<file path="config.mk">
export PLATFORM = sky130hd
export DESIGN_NAME = seven_segment_scanner
export DESIGN_NICKNAME = d
export VERILOG_FILES = /design/src/rtl/seven_segment_scanner_pkg.sv /design/src/rtl/seven_segment_scanner_decoder.sv /design/src/rtl/seven_segment_scanner.sv
export SDC_FILE = /design/constraint.sdc
export NUM_CORES = 1
export LEC_CHECK = 0
export BUFFER_PORTS_ARGS = -buffer_cell sky130_fd_sc_hd__buf_2
export CAP_MARGIN = 20
export CELL_PAD_IN_SITES_DETAIL_PLACEMENT = 2
export CELL_PAD_IN_SITES_GLOBAL_PLACEMENT = 2
export CORE_MARGIN = 5
export CORE_UTILIZATION = 40
export CTS_BUF_LIST = sky130_fd_sc_hd__clkbuf_8 sky130_fd_sc_hd__clkbuf_16
export DETAILED_ROUTE_END_ITERATION = 12
export PLACE_DENSITY = 0.94
export SYNTH_ARGS = -nofsm -noshare
export SYNTH_HDL_FRONTEND = slang
export SYNTH_SLANG_ARGS = --single-unit
</file>
<file path="constraint.sdc">
create_clock -name clk -period 2.9 [get_ports clk]
set_input_delay 0.58 -clock clk [delete_from_list [all_inputs] [get_ports clk]]
set_output_delay 0.58 -clock clk [all_outputs]
set_load 0.01 [all_outputs]
</file>
<file path="src/rtl/seven_segment_scanner_pkg.sv">
// Shared constants for the seven-segment scanner: segment bit positions
// and the active-high hex glyph patterns, bit order {g,f,e,d,c,b,a}.
package seven_segment_scanner_pkg;

    localparam int SEG_A = 0;
    localparam int SEG_B = 1;
    localparam int SEG_C = 2;
    localparam int SEG_D = 3;
    localparam int SEG_E = 4;
    localparam int SEG_F = 5;
    localparam int SEG_G = 6;

    localparam logic [6:0] MA = 7'(1 << SEG_A);
    localparam logic [6:0] MB = 7'(1 << SEG_B);
    localparam logic [6:0] MC = 7'(1 << SEG_C);
    localparam logic [6:0] MD = 7'(1 << SEG_D);
    localparam logic [6:0] ME = 7'(1 << SEG_E);
    localparam logic [6:0] MF = 7'(1 << SEG_F);
    localparam logic [6:0] MG = 7'(1 << SEG_G);

    localparam logic [6:0] SEG_0 = MA | MB | MC | MD | ME | MF;
    localparam logic [6:0] SEG_1 = MB | MC;
    localparam logic [6:0] SEG_2 = MA | MB | MD | ME | MG;
    localparam logic [6:0] SEG_3 = MA | MB | MC | MD | MG;
    localparam logic [6:0] SEG_4 = MB | MC | MF | MG;
    localparam logic [6:0] SEG_5 = MA | MC | MD | MF | MG;
    localparam logic [6:0] SEG_6 = MA | MC | MD | ME | MF | MG;
    localparam logic [6:0] SEG_7 = MA | MB | MC;
    localparam logic [6:0] SEG_8 = MA | MB | MC | MD | ME | MF | MG;
    localparam logic [6:0] SEG_9 = MA | MB | MC | MD | MF | MG;
    localparam logic [6:0] SEG_HA = MA | MB | MC | ME | MF | MG;
    localparam logic [6:0] SEG_HB = MC | MD | ME | MF | MG;
    localparam logic [6:0] SEG_HC = MA | MD | ME | MF;
    localparam logic [6:0] SEG_HD = MB | MC | MD | ME | MG;
    localparam logic [6:0] SEG_HE = MA | MD | ME | MF | MG;
    localparam logic [6:0] SEG_HF = MA | ME | MF | MG;

endpackage

</file>
<file path="src/rtl/seven_segment_scanner_decoder.sv">
// Combinational hex nibble to active-high seven-segment pattern.
// Output polarity is applied by the scanner's output registers.
module hex_segment_decoder
    import seven_segment_scanner_pkg::*;
(
    input  logic [3:0] nibble,
    output logic [6:0] seg
);

    always_comb begin
        seg = '0;
        unique case (nibble)
            4'h0: seg = SEG_0;
            4'h1: seg = SEG_1;
            4'h2: seg = SEG_2;
            4'h3: seg = SEG_3;
            4'h4: seg = SEG_4;
            4'h5: seg = SEG_5;
            4'h6: seg = SEG_6;
            4'h7: seg = SEG_7;
            4'h8: seg = SEG_8;
            4'h9: seg = SEG_9;
            4'hA: seg = SEG_HA;
            4'hB: seg = SEG_HB;
            4'hC: seg = SEG_HC;
            4'hD: seg = SEG_HD;
            4'hE: seg = SEG_HE;
            4'hF: seg = SEG_HF;
        endcase
    end

endmodule

</file>
<file path="src/rtl/seven_segment_scanner.sv">
// Time-multiplexed N-digit seven-segment driver with per-frame snapshot,
// leading-zero blanking, PWM brightness and a dark dead step per slot.
module seven_segment_scanner
    import seven_segment_scanner_pkg::*;
#(
    parameter int DIGITS         = 4,
    parameter int PRESCALE_LOG2  = 10,
    parameter int BRIGHT_W       = 4,
    parameter bit SEG_ACTIVE_LOW = 1'b1,
    parameter bit SEL_ACTIVE_LOW = 1'b1
) (
    input  logic                  clk,
    input  logic                  rst,
    input  logic [4*DIGITS-1:0]   i_data,
    input  logic [DIGITS-1:0]     i_dp,
    input  logic [DIGITS-1:0]     i_enable,
    input  logic                  i_lzb,
    input  logic [BRIGHT_W-1:0]   i_bright,
    output logic [6:0]            o_seg,
    output logic                  o_dp,
    output logic [DIGITS-1:0]     o_select,
    output logic                  o_frame
);

    localparam int IDX_W = (DIGITS > 1) ? $clog2(DIGITS) : 1;
    localparam int STEP_SH = PRESCALE_LOG2 - BRIGHT_W;
    localparam logic [IDX_W-1:0] LAST = IDX_W'(DIGITS - 1);

    // XOR masks: outputs idle at these values, lit bits flip away from them
    localparam logic [6:0] SEG_OFF = {7{SEG_ACTIVE_LOW}};
    localparam logic DP_OFF = SEG_ACTIVE_LOW;
    localparam logic [DIGITS-1:0] SEL_OFF = {DIGITS{SEL_ACTIVE_LOW}};

    logic [PRESCALE_LOG2-1:0] cnt;
    logic [IDX_W-1:0]         idx;
    logic [4*DIGITS-1:0]      sh_data;
    logic [DIGITS-1:0]        sh_dp;
    logic [DIGITS-1:0]        sh_en;
    logic                     sh_lzb;
    logic [BRIGHT_W-1:0]      sh_bright;

    logic                cnt_wrap;
    logic                frame_wrap;
    logic [BRIGHT_W-1:0] step;
    logic [3:0]          nibble;
    logic [6:0]          pattern;
    logic [DIGITS-1:0]   blank;
    logic                nz;
    logic                lit;
    logic [6:0]          seg_on;
    logic [DIGITS-1:0]   sel_on;
    logic                dp_on;

    assign cnt_wrap   = &cnt;
    assign frame_wrap = cnt_wrap && (idx == LAST);
    assign step       = cnt[PRESCALE_LOG2-1:STEP_SH];
    assign nibble     = sh_data[idx*4 +: 4];

    // Walk from the top digit down; a digit is blankable while nothing above is non-zero
    always_comb begin
        nz    = 1'b0;
        blank = '0;
        for (int k = DIGITS - 1; k >= 0; k--) begin
            nz       = nz | (|sh_data[4*k +: 4]);
            blank[k] = sh_lzb && (k != 0) && !nz;
        end
    end

    hex_segment_decoder u_dec (
        .nibble (nibble),
        .seg    (pattern)
    );

    assign lit = (step != '0) && (step <= sh_bright)
               && sh_en[idx] && !blank[idx];

    assign seg_on = lit ? pattern : 7'd0;
    assign sel_on = lit ? (DIGITS'(1) << idx) : '0;
    assign dp_on  = lit && sh_dp[idx];

    always_ff @(posedge clk or posedge rst) begin
        if (rst) begin
            cnt       <= '0;
            idx       <= '0;
            sh_data   <= '0;
            sh_dp     <= '0;
            sh_en     <= '0;
            sh_lzb    <= 1'b0;
            sh_bright <= '0;
            o_seg     <= SEG_OFF;
            o_dp      <= DP_OFF;
            o_select  <= SEL_OFF;
            o_frame   <= 1'b0;
        end else begin
            cnt     <= cnt + 1'b1;
            o_frame <= frame_wrap;
            if (cnt_wrap) begin
                idx <= (idx == LAST) ? '0 : idx + 1'b1;
            end
            if (frame_wrap) begin
                sh_data   <= i_data;
                sh_dp     <= i_dp;
                sh_en     <= i_enable;
                sh_lzb    <= i_lzb;
                sh_bright <= i_bright;
            end
            o_seg    <= seg_on ^ SEG_OFF;
            o_dp     <= dp_on ^ DP_OFF;
            o_select <= sel_on ^ SEL_OFF;
        end
    end

endmodule

</file>
# After elaboration in Yosys (flattened, before gate mapping)
# Memories as Yosys holds them, arrays and structs flattened.
# Cells that the tools add are included.
[word_totals]
n_memories = 1
inputBits = 31
regBits = 54
output_inout_bits = 13
elab_cells = 50
romBits = 112
[memory_table]
columns = ["memory", "words", "width", "rd", "rd_clocked_by_memory_dff", "write_ports", "line_no", "source"]
rows = [
  ["(name not given)", 16, 7, 1, 0, 0, "seven_segment_scanner_decoder.sv:12", "unique case (nibble)"],
]
[classes]
reduce_logical = 17
n_shift = 2
mux = 9
add_sub_neg = 2
magnitude_cmp = 2
eq_ne = 1
n_bitwise = 5
[ops]
columns = ["cell", "count"]
rows = [
  ["16-bit by 5-bit variable part select with 4-bit output", 1],
  ["4-bit OR reduction", 3],
  ["10-bit by 1-bit adder with 10-bit output, second input constant", 1],
  ["10-bit AND reduction", 1],
  ["1-bit logical AND", 8],
  ["7-bit two-way mux", 1],
  ["7-bit inverter", 1],
  ["1-bit binary-select mux with 2-bit select", 3],
  ["4-bit less-or-equal comparator", 1],
  ["1-bit zero test", 4],
  ["4-bit two-way mux", 1],
  ["4-bit inverter", 1],
  ["4-bit nonzero test", 1],
  ["1-bit by 2-bit << shifter with 4-bit output, first input constant", 1],
  ["2-bit by 3-bit < comparator with 1-bit output, second input constant", 1],
  ["1-bit two-way mux", 3],
  ["2-bit by 1-bit adder with 2-bit output, second input constant", 1],
  ["2-bit equality test, second input constant", 1],
  ["2-bit two-way mux", 1],
  ["1-bit OR", 2],
  ["1-bit inverter", 1],
]

# Depth between registers and ports, before layout
[depth]
ltp_word = 11
mapped_depth = 8
ltp_nobuf = 7

# Cells and area by module
# From an unflattened synthesis, not the netlist that was laid out.
[unflattened]
cells_unflattened = 198
hier_area_um2 = 2757.6
[modules_own_cells]
columns = ["module", "cells_per_inst", "instances", "area_each_um2"]
rows = [
  ["seven_segment_scanner", 165, 1, 2469.9],
  ["hex_segment_decoder", 33, 1, 287.8],
]

# Least setup slack after synthesis
# No wires, ideal clock.
[synth_path]
kind = "register to register"
from = "register idx[1]"
to = "register o_seg[0]"
slack_ns = 0.929
path_stages_with_launch = 9
arrival_time_ns = 1.893
setup_ns = 0.079
path_cell_list = "dfrtp_1 -> buf_4 -> mux4_2 -> inv_1 -> ha_1 -> nor2_1 -> a22oi_1 -> nand3_1 -> o21ai_0"
[synth_via]
elab_chain_cells = 6
word_cells_on_any_way = 11
cone_classes = "1 x shift; 5 x mux; 1 x bitwise; 3 x reduce/logical; 1 x memory"
[synth_lines]
columns = ["element", "line_no", "source"]
rows = [
  ["start, declared", "seven_segment_scanner.sv:35", "logic [IDX_W-1:0] idx;"],
  ["start signal, assigned", "seven_segment_scanner.sv:98", "idx <= (idx == LAST) ? '0 : idx + 1'b1;"],
  ["branches (longest 4 deep; another with memory 16 x 7 bit)", "n/a", ""],
  ["7-bit two-way mux *", "seven_segment_scanner.sv:77", "assign seg_on = lit ? pattern : 7'd0;"],
  ["7-bit inverter (no line) *", "n/a", ""],
  ["end signal, assigned", "seven_segment_scanner.sv:107", "o_seg <= seg_on ^ SEG_OFF;"],
  ["end, declared", "seven_segment_scanner.sv:19", "output logic [6:0] o_seg,"],
]
# Mark *: on every way between the ends. The select of a mux whose other input is x is not followed.
# A chain may end at the register's enable or synchronous reset.

# Final worst setup path
[layout_path]
from = "register idx[0]"
to = "register o_seg[0]"
# Same word-level chain as after synthesis.

==> summary.md <==
| Metric | Value |
|---|---|
| Pin count of the biggest net entering global routing | between 50 and 60 |
| Clk_skew | roughly 0.0095 ns |
| Die H | 94.2 µm |
| H-tree depth | 2 |
| Reg-to-reg setup timing slack | 0.67 ns |
| Min Hold Slack | 0.295 ns |
| Critical path's top delay family | flip-flops |
| Ys async rst share | 100% |
| CTS max path bufs | 2 |
| Wire length of the first global-routing pass | ~11000 µm |
| Syn Std Cell Area | roughly 2800 µm² |
| Overflow left after global routing | 0 |
| CP Cell Sequence | mux4_2 > inv_1 > ha_1 > nor2_1 > a22oi_1 > nand3_1 > o21ai_0 |
| Core Area | between 6000 and 7000 µm² |
| Max Clock Freq | roughly 450 MHz |
| Seq/Total Area, Yosys | about half |
| # hold bufs at CTS | 0 |
| RSZ-0062 raised after global routing | false |
| Max Cap Violations | 0 |
| Synth cell count leaders | 42 x dfrtp_1, 29 x mux2_4, 19 x nand2_1 |
| Crit path kind | register to register |
| Area occupied by multi-input gates | around 1300 µm² |
| Crit path launch type | register |
| Worst EP arrival | ~2.5 ns |
| Mapped Cells | 216 |
| Yosys top cell by area | dfrtp_1 |
| TritonCTS clock tree | built |
| Global Route Usage Sum | between 10% and 20% |
| Synth Warn # | 0 |
| Drt total wl | 6750 µm |
| Peak supply drop | a little under 0.2 mV |
| Vias in the first global route | about 2.1k |
| Post-CTS setup buffer count | 0 |
| CTS Buf Count | 5 |
| Layout cell share with drive strength beyond 1 | between 40% and 50% |
| Status | complete, no violations |
| Slowest CP cell | dfrtp_1 |
| Fin nets | just over 300 |
| Cts repair resizes | 0 |
| Reg area | 1370 µm² |
| Filler Cells Inserted | around 700 |
| Hold Fails Final Rpt | 0 |
| Rows | 30 |
| Power Density | 389 nW/µm² |
| DR pass1 iterations | 4 |
| Rel. slew slack | 61.8% |
| Synth area leaders | dfrtp_1 37%, mux2_4 15%, dfstp_2 11%, ha_1 6.6%, mux4_2 4.0% |
| Die X | 94.2 µm |
| Via-to-Cell Ratio | ~5.2 |
| Post-DP HPWL | approximately 5000 µm |
| Top_reg_cell synth | dfrtp_1 |
| Crit end category | register |
| Fin util | 47.0% |
| Io pins | 44 |
| Setup TNS | 0 ns |
| Critical path's largest stage delay | about 0.6 ns |
| WP buf/inv | 1 |
| Tightest Hold Check Type | input pin to asynchronous set/reset pin |
| Final worst path period share | between 70% and 80% |
| Initial Utilization | 41.5% |
| Detailed-route via count | roughly 1.9k |
| Final GP Congestion | around 0.8 |
| WL/cell | between 15 and 20 µm |
| Data required, critical path | approximately 3.1 ns |
| Crit-path max FO | 9 |
| Number of antenna-violating nets in the routed design | 0 |
| Die area | approximately 8900 µm² |
| Synth-to-Final Area Change | 13.3% |
| Max-slew violation count | 0 |
| EDFF count, synth | 0 |
| Port-buffer cells | 43 |
| Ant diodes | 0 |
| Most frequent cell after synthesis | dfrtp_1 |
| Clk Latency, worst-skew pair | ~0.32 ns |
| CTS clk-pin slew, worst paths | 0.10 ns |
| Clock Tree Root | clkbuf_8 |
| Synth Register Bits | 54 |
| Leakage power | 1.42 nW |
| Post-synthesis area per instance | 13.1 µm² |
| Post-layout min period | about 2.2 ns |
| Syn nets | approximately 260 |
| Number of distinct library cells after synthesis | 42 |
| Initial antenna violation count | 0 |
| Worst-margin pin slew | ~0.57 ns |
| Total clock sinks | 54 |
| Post-route DRC | 0 |
| Synth top area share | between 30% and 40% |
| DR iter-0 viols | 40 |
| # setup viols final | 0 |
[placed cells by master (no fill, tap or decap), drive strengths merged, types with 2 or more instances in the layout]
cell type  Yosys  routed
nor3           2       2
mux4           5       5
inv           13      15
buf            8      47
xnor2          7       7
and4           2       2
nor2b          2       2
o32ai          2       2
nor2           8       8
dfrtp         42      42
o211ai         3       3
dfstp         12      12
nand2         19      19
and3           3       3
ha            15      15
a22oi          3       3
nand3         10      10
o31ai          2       2
nor4           2       2
clkbuf         0       6
o21ai          8       8
and2           2       2
mux2i          5       5
a21oi          3       3
mux2          30      30
[cells by family (layout without fill, tap and decap cells)]
family / Yosys count / in the layout / share of synthesized area [%]
compound gates: 25 / 25 / 5.92
fa+ha+maj: 15 / 15 / 6.62
mux: 40 / 40 / 21.5
buf+inv: 21 / 68 / 5.12
simple gates: 53 / 53 / 10.2
flops: 54 / 54 / 48.2
xor+xnor: 8 / 8 / 2.47
[worst paths after layout]
| path | startpoint | end | depth (start not counted) |
|---|---|---|---|
| worst max register to register | idx[0] | o_seg[0] | 7 |
| worst max-delay path | idx[0] | o_seg[0] | 7 |
| min in group clk | i_bright[0] | sh_bright[0] | 2 |
| worst min register to register | cnt[4] | cnt[4] | 1 |
| worst min-delay path | rst | cnt[1] | 3 |
| max in group asynchronous | rst | o_seg[1] | 3 |
[flip-flops by register name, indices dropped and copies added, names as in the netlist]
signal	flops
cnt	10
idx	2
o_dp	1
o_frame	1
o_seg	7
o_select	4
sh_bright	4
sh_data	16
sh_dp	4
sh_en	4
sh_lzb	1
[layer usage]
metal  GRT usage [%]  up-vias  part of all wire (%)
met5               0        -                     0
met4            7.10        0                   2.5
met3            3.37       13                   4.1
met2            29.1       44                    50
met1            20.0      950                    43
li1                -      855                     -
[worst reg2reg max path, delay by kind of cell, from the launching register on]
kind            cells  cell delay, ns
compound gates      2            0.40
simple gates        2            0.19
fa+ha+maj           1            0.33
buf+inv             1            0.14
mux                 1            0.47
flops               1            0.61
[power by group]
group	internal, mW	switching, mW
clock network	0.195	0.261
registers	0.753	0
logic	0.0179	0.0214
total	0.966	0.282
[per-stage QoR]
stage               setup WS, ns  cell area [µm²]  power, mW  std cells
finish                     0.668             3210       1.25        359
global route               0.462             3210       1.31        359
CTS                        0.611             3210       1.27        359
detailed placement         0.666             3120      0.809        351
global placement           0.878             3120      0.807        351
floorplan                  0.929             2830      0.779        216
[final cells by class]
cell class | count | area share (%)
clock inverter | 2 | 0.390
multi-input combinational | 141 | 41.2
timing repair buffer | 47 | 8.03
tap | 96 | 3.74
clock buffer | 6 | 2.57
inverter | 13 | 1.52
sequential | 54 | 42.6
(Power assumes the default switching activity.)
